[src/rtl/result_uart_tx.sv]
// result_uart_tx: byte FIFO feeding an 8N1 UART transmitter; ports glitched_clk/rst in, DV_2/sum byte strobe in, tx/busy/overflow/fifo_count out
module result_uart_tx #(
  parameter int CLKS_PER_BIT = 87,
  parameter int FIFO_DEPTH   = 4
) (
  input  logic                          glitched_clk,
  input  logic                          rst,
  input  logic                          DV_2,
  input  logic [7:0]                    sum,
  output logic                          tx,
  output logic                          busy,
  output logic                          overflow,
  output logic [$clog2(FIFO_DEPTH):0]   fifo_count
);
  localparam int AW = $clog2(FIFO_DEPTH);
  localparam logic [15:0] BAUD_MAX = 16'(CLKS_PER_BIT - 1);
  typedef enum logic [1:0] {IDLE, START, DATA, STOP} state_t;
  logic [1:0] rst_sync_q;
  logic rst_i;
  state_t state_q, state_d;
  logic [15:0] baud_q, baud_d;
  logic [2:0] bit_q, bit_d;
  logic [7:0] shift_q, shift_d;
  logic tx_q, tx_d;
  logic [AW-1:0] wr_q, wr_d, rd_q, rd_d;
  logic [AW:0] cnt_q, cnt_d;
  logic ovf_q, ovf_d;
  logic [7:0] mem [FIFO_DEPTH];
  logic baud_end, empty, full, pop, push;
  always_ff @(posedge glitched_clk or posedge rst)
    if (rst) rst_sync_q <= 2'b11;
    else rst_sync_q <= {rst_sync_q[0], 1'b0};
  assign rst_i = rst_sync_q[1];
  assign baud_end = baud_q == BAUD_MAX;
  assign empty = cnt_q == '0;
  assign full = cnt_q == (AW+1)'(FIFO_DEPTH);
  assign pop = !empty && (state_q == IDLE || (state_q == STOP && baud_end));
  // a pop on the same edge frees the slot, so a full FIFO still accepts the byte
  assign push = DV_2 && (!full || pop);
  always_ff @(posedge glitched_clk or posedge rst_i)
    if (rst_i) begin
      state_q <= IDLE;
      baud_q  <= '0;
      bit_q   <= '0;
      shift_q <= '0;
      tx_q    <= 1'b1;
      wr_q    <= '0;
      rd_q    <= '0;
      cnt_q   <= '0;
      ovf_q   <= 1'b0;
    end else begin
      state_q <= state_d;
      baud_q  <= baud_d;
      bit_q   <= bit_d;
      shift_q <= shift_d;
      tx_q    <= tx_d;
      wr_q    <= wr_d;
      rd_q    <= rd_d;
      cnt_q   <= cnt_d;
      ovf_q   <= ovf_d;
    end
  always_ff @(posedge glitched_clk)
    if (push) mem[wr_q] <= sum;
  always_comb begin
    state_d = state_q;
    case (state_q)
      IDLE:    state_d = empty ? IDLE : START;
      START:   state_d = baud_end ? DATA : START;
      DATA:    state_d = (baud_end && bit_q == 3'd7) ? STOP : DATA;
      default: state_d = baud_end ? (empty ? IDLE : START) : STOP;
    endcase
  end
  always_comb begin
    baud_d  = (state_q == IDLE || baud_end) ? '0 : baud_q + 16'd1;
    bit_d   = bit_q;
    shift_d = shift_q;
    tx_d    = tx_q;
    if (pop) begin
      shift_d = mem[rd_q];
      tx_d    = 1'b0;
    end else if (state_q == START && baud_end) begin
      tx_d  = shift_q[0];
      bit_d = '0;
    end else if (state_q == DATA && baud_end) begin
      shift_d = shift_q >> 1;
      tx_d    = (bit_q == 3'd7) ? 1'b1 : shift_q[1];
      bit_d   = bit_q + 3'd1;
    end
    wr_d  = wr_q + AW'(push);
    rd_d  = rd_q + AW'(pop);
    cnt_d = cnt_q + (AW+1)'(push) - (AW+1)'(pop);
    ovf_d = ovf_q | (DV_2 && !push);
  end
  assign tx = tx_q;
  assign busy = (state_q != IDLE) | !empty;
  assign overflow = ovf_q;
  assign fifo_count = cnt_q;
endmodule
[config.mk]
export PLATFORM = sky130hd
export DESIGN_NAME = result_uart_tx
export DESIGN_NICKNAME = d
export VERILOG_FILES = /design/src/rtl/result_uart_tx.sv
export SDC_FILE = /design/constraint.sdc
export NUM_CORES = 1
export LEC_CHECK = 0
export BUFFER_PORTS_ARGS = -buffer_cell sky130_fd_sc_hd__buf_2
export CAP_MARGIN = 20
export CORE_UTILIZATION = 40
export CTS_BUF_LIST = sky130_fd_sc_hd__clkbuf_4 sky130_fd_sc_hd__clkbuf_8
export CTS_CLUSTER_DIAMETER = 50
export DETAILED_ROUTE_END_ITERATION = 16
export GPL_TIMING_DRIVEN = 0
export PLACE_DENSITY = 0.61
export SETUP_SLACK_MARGIN = 0.3
export SYNTH_ARGS = -nofsm -noshare
export SYNTH_HDL_FRONTEND = slang
export SYNTH_SLANG_ARGS = --single-unit
[constraint.sdc]
create_clock -name glitched_clk -period 1.65 [get_ports glitched_clk]
set_clock_uncertainty 0.2 [all_clocks]
set_input_delay 0.33 -clock glitched_clk [delete_from_list [all_inputs] [get_ports glitched_clk]]
set_output_delay 0.33 -clock glitched_clk [all_outputs]
set_load 0.005 [all_outputs]
After elaboration in Yosys (flattened, before gate mapping)
Memory sizes are Yosys's and may differ from the RTL's.
Index checks and enable logic that the tools add are counted.
{"block": "totals", "ff_bits": 40, "ramBits": 32, "input_bits": 11, "out_inout_bits": 6, "wordCells": 65, "memories": 1}
{"name": "mem", "words": 4, "word_bits": 8, "rd": 1, "rd_ports_with_merged_regs": 0, "wr": 1, "line_no": "28", "text": "logic [7:0] mem [FIFO_DEPTH];"}
{"block": "op_classes", "addsub": 6, "n_eq_ne": 7, "n_mux": 17, "bitwise_logic": 3, "reduce_logical": 21}
{"op": "8-bit two-way mux", "n": 3}
{"op": "16-bit by 1-bit adder with 16-bit output (second input constant)", "n": 1}
{"op": "16-bit by 7-bit == test with 1-bit output (second input constant)", "n": 1}
{"op": "16-bit two-way mux", "n": 1}
{"op": "1-bit two-way mux", "n": 8}
{"op": "1-bit logical AND", "n": 7}
{"op": "3-bit == test (second input constant)", "n": 2}
{"op": "3-bit two-way mux", "n": 2}
{"op": "2-bit case mux with 3 select lines", "n": 1}
{"op": "2-bit nonzero test", "n": 3}
{"op": "2-bit by 1-bit adder with 2-bit output", "n": 2}
{"op": "2-bit == test (second input constant)", "n": 2}
{"op": "2-bit two-way mux", "n": 2}
{"op": "2-bit AND reduction", "n": 2}
{"op": "3-bit by 1-bit adder with 3-bit output", "n": 1}
{"op": "3-bit by 1-bit adder with 3-bit output (second input constant)", "n": 1}
{"op": "1-bit zero test", "n": 3}
{"op": "3-bit zero test", "n": 1}
{"op": "1-bit logical OR", "n": 3}
{"op": "3-bit nonzero test", "n": 1}
{"op": "3-bit by 1-bit subtractor with 3-bit output", "n": 1}
{"op": "2-bit by 1-bit == test with 1-bit output (second input constant)", "n": 1}
{"op": "2-bit zero test", "n": 1}
{"op": "2-bit != test (second input constant)", "n": 1}
{"op": "2 further kinds", "n": 3}

Depth between registers and ports, before layout
{"block": "logic_depth", "ltp_word": 9, "depth_mapped": 14, "ltp_nobuf": 13}

Worst setup path after synthesis
OpenSTA, ideal clock, no wires.
{"block": "synth_timing", "path_type": "register to register", "start": "reg baud_q[0]", "end": "reg cnt_q[2] (netlist: fifo_count[2])", "setup_ps": 125, "arrival_ps": 2544, "t_required_ps": 1325, "slack_ps": -1219, "stages_incl_launch_ff": 15, "n_path_buf": 1, "period_less_slack_ps": 2869, "cell_sequence": "dfrtp_1 > inv_1 > ha_1 > and3b_1 > and4_1 > buf_6 > nand3_1 > a21oi_1 > ha_1 > inv_1 > ha_1 > inv_1 > fa_1 > xnor2_1 > xnor2_1"}
{"block": "synth_via", "elab_chain_len": 8}
{"element": "start: declaration", "line_no": "21", "text": "logic [15:0] baud_q, baud_d;"}
{"element": "start signal: assignment", "line_no": "53", "text": "baud_q <= baud_d;"}
{"element": "16-bit by 7-bit == test with 1-bit output (*)", "line_no": "34", "text": "assign baud_end = baud_q == BAUD_MAX;"}
{"element": "1-bit logical AND (*)", "line_no": "37", "text": "assign pop = !empty && (state_q == IDLE || (state_q == STOP && baud_end));"}
{"element": "1-bit logical OR (*)", "line_no": "37"}
{"element": "1-bit logical AND (*)", "line_no": "37"}
{"element": "1-bit logical OR", "line_no": "39", "text": "assign push = DV_2 && (!full || pop);"}
{"element": "1-bit logical AND", "line_no": "39"}
{"element": "3-bit by 1-bit adder with 3-bit output", "line_no": "91", "text": "cnt_d = cnt_q + (AW+1)'(push) - (AW+1)'(pop);"}
{"element": "3-bit by 1-bit subtractor with 3-bit output (*)", "line_no": "91"}
{"element": "net cnt_d[2]", "line_no": "26", "text": "logic [AW:0] cnt_q, cnt_d;"}
{"element": "end signal: assignment", "line_no": "59", "text": "cnt_q <= cnt_d;"}
{"element": "end: declaration", "line_no": "26"}
The timed path passes the listed nets; every way through them passes the cells marked *.
A chain may end at the register's enable or synchronous reset.

Worst setup path in the final report
{"block": "layout_timing", "start": "reg baud_q[10]", "end": "reg cnt_q[2] (netlist: fifo_count[2])"}
Same word-level chain as after synthesis.

==> impl_metrics.env <==
export IMPL_firstDrtPassIters=4
export IMPL_globalRouteTotalUtil=0.1774
export IMPL_routed_wl_um=7418
export IMPL_antenna_left=0
export IMPL_min_to="overflow"
export IMPL_power_uw=6829
export IMPL_clock_sinks=72
export IMPL_wl_per_cell_um=16.16
export IMPL_hold_ws_ns=0.04417
export IMPL_max_slew_margin_rel=0.4172
export IMPL_nNetsFinal=369
export IMPL_netlist_area_mm2=0.003357
export IMPL_drc=0
export IMPL_layout_common_cells="dfrtp_1 (32), edfxtp_1 (32), buf_6 (29), buf_4 (23), buf_2 (15)"
export IMPL_io_pins=17
export IMPL_synth_seq_cells=72
export IMPL_gp_congestion=0.7648
export IMPL_finalCritPeriodShare=1.674
export IMPL_multiInputGateArea_mm2=0.001582
export IMPL_worstReg2RegStart="baud_q[10]"
export IMPL_dp_cells=380
export IMPL_die_w_um=93.61
export IMPL_dp_hpwl_um=4124
export IMPL_grt_overflow_total=0
export IMPL_hold_path_depth=2
export IMPL_start_util=0.4106
export IMPL_rows=33
export IMPL_yosysWarningCount=0
export IMPL_ys_seq_area_frac=0.5855
export IMPL_portBuffers=16
export IMPL_antenna_found_initial=0
export IMPL_placed_area_mm2=0.003630
export IMPL_vias=2367
export IMPL_cap_viol_max_count=0
export IMPL_cts_root_buf="clkbuf_8"
export IMPL_run_status="finished with violations"
export IMPL_power_per_cell_area_mw_per_mm2=1422
export IMPL_grt_max_degree=39
export IMPL_rr_endpoint="fifo_count[2]"
export IMPL_rr_worst_depth=12
export IMPL_synthArstFlopShare=0.5556
export IMPL_clk_latency_ns=0.36
export IMPL_syn_to_final_growth_pct=43.05
export IMPL_worstSetupStartpointType="flop"
export IMPL_fillCellCount=626
export IMPL_synth_avg_cell_area_um2=12.96
export IMPL_hold_start="DV_2"
export IMPL_ys_flop_type="dfrtp_1"
export IMPL_fin_cells=459
export IMPL_yosysTopAreaCellShare=0.2862
export IMPL_seqCellArea_mm2=0.001972
export IMPL_core_area_mm2=0.008175
export IMPL_grt_pass1_wl_um=11410
export IMPL_final_area_mm2=0.004802
export IMPL_yosysTopAreaCell="edfxtp_1"
export IMPL_cp_arrival_ns=2.81
export IMPL_cellLeakagePower_uw=0.001931
export IMPL_numCtsBuffers=9
export IMPL_cts_max_level=3
export IMPL_die_height_um=93.61
export IMPL_crit_type="reg -> reg"
export IMPL_drt_iter0_drc=163
export IMPL_synth_area_leaders="edfxtp_1 (29%), dfrtp_1 (28%), mux4_2 (5.4%)"
export IMPL_cp_end_kind="flop"
export IMPL_hold_path_class="in -> reg"
export IMPL_worstPathMaxFanout=3
export IMPL_tritoncts="yes"
export IMPL_path_clk_slew_ns=0.08
export IMPL_synth_nets=279
export IMPL_irDropWorstVdd_v=0.0009061
export IMPL_syn_inst=259
export IMPL_hold_viol_final=0
export IMPL_synth_cell_types=47
export IMPL_grt_pass1_vias=2373
export IMPL_violations="negative setup slack"
export IMPL_via_per_inst=5.157
export IMPL_rsz0062_at_grt="yes"
export IMPL_slew_violations=0
export IMPL_place_ws_ns=-1.330
export IMPL_period_needed_ns=2.762
export IMPL_diodes=0
export IMPL_fmax_mhz=362.1
export IMPL_setup_viol=72
export IMPL_dieArea_mm2=0.008763
export IMPL_layout_setup_ws_ns=-1.112
export IMPL_required_ns=1.70
export IMPL_layout_drive_gt1_share=0.4887
export IMPL_cts_buffer_depth=2
export IMPL_max_slew_worst_pin_slew_ns=0.8723
export IMPL_reg2reg_setup_slack_ns=-1.11
export IMPL_synth_edf_count=32
[through the flow]
step                      TNS (ns)  utilization
after global placement      -39.26       0.4440
after floorplan             -22.41            -
after detailed placement    -39.99       0.4440
after CTS                   -34.94       0.5455
final                       -55.07       0.5874
after global routing        -60.45       0.5874
[worst max-delay path by stage]
stage                    start             to  slack (ns)  cells past startpoint
floorplan            baud_q[0]  fifo_count[2]       -1.08                     14
global placement     baud_q[0]  fifo_count[2]       -1.36                     14
detailed placement   baud_q[0]  fifo_count[2]       -1.33                     14
CTS                  baud_q[0]  fifo_count[2]       -1.14                     14
global route        baud_q[10]  fifo_count[2]       -1.20                     12
finish              baud_q[10]  fifo_count[2]       -1.11                     12
[final cells by class]
| type | count | area share |
|---|---|---|
| Buffer | 12 | 0.01720 |
| Clock buffer | 9 | 0.02579 |
| Clock inverter | 7 | 0.01329 |
| Inverter | 11 | 0.01042 |
| Multi-Input combinational cell | 164 | 0.3293 |
| Sequential cell | 72 | 0.4106 |
| Tap cell | 105 | 0.02736 |
| Timing Repair Buffer | 79 | 0.1660 |
[registers in the layout, summed over array words and instances (netlist names)]
name        cells
baud_q         16
rst_sync_q      2
fifo_count      3
shift_q         8
rd_q            2
overflow        1
tx              1
wr_q            2
mem            32
bit_q           3
state_q         2
[kinds of logic after synthesis]
group | after synthesis | share of synthesized area
adders and majority gates | 9 | 0.03578
buffers and inverters | 23 | 0.03205
other | 1 | 0.001117
AOI/OAI and AO/OA | 41 | 0.09653
xor gates and xnor gates | 18 | 0.04696
muxes | 8 | 0.05367
DFF | 72 | 0.5855
and+or+nand+nor | 87 | 0.1483
[cells in the mapped netlist (2+ instances only)]
library cell,instances
a22o_1,10
dfrtp_1,37
nor3_1,3
buf_2,5
nand3_1,8
mux4_2,8
xnor2_1,6
and3_1,4
dfstp_2,3
and4_1,3
nand2_1,15
edfxtp_1,32
clkbuf_1,4
nor2_1,29
buf_6,2
a21oi_1,3
ha_1,8
o21ai_0,7
nand4_1,3
xor2_1,12
o22a_1,7
nand2b_1,7
nor3b_1,2
inv_1,11
nor4b_4,2
a22oi_1,7
[layer usage]
metal | vias up | track usage | routed length, um
met2 | 31 | 0.3051 | 3954
met3 | 14 | 0.05122 | 192
met5 | - | 0 | 0
met4 | 0 | 0.06538 | 106
met1 | 1194 | 0.2102 | 3164
li1 | 1128 | - | -
[worst max-delay path, stage by stage, from the launching register on]
cell,delay [ns]
dfrtp_2,0.44
nor4_4,0.31
and4_4,0.26
buf_6,0.11
nand3_4,0.09
a21oi_4,0.19
ha_4,0.22
inv_2,0.06
ha_4,0.12
inv_2,0.03
fa_2,0.36
xnor2_2,0.15
xnor2_1,0.12
[what timing repair did]
item	CTS	global route
endpoints found under the setup margin	76	76
setup buffers	35	18
cloned	1	0
resized for setup	47	55
hold buffers	9	0
pin swaps	13	24
endpoints found under the hold margin	33	0
[power by group]
group          leakage [uW]  switching, uW  internal (uW)  total [uW]
clock network     0.0000903            757            579        1340
logic               0.00106           1250           1580        2830
registers          0.000778            324           2340        2660
Note: power is estimated with default switching activity, not from simulation.
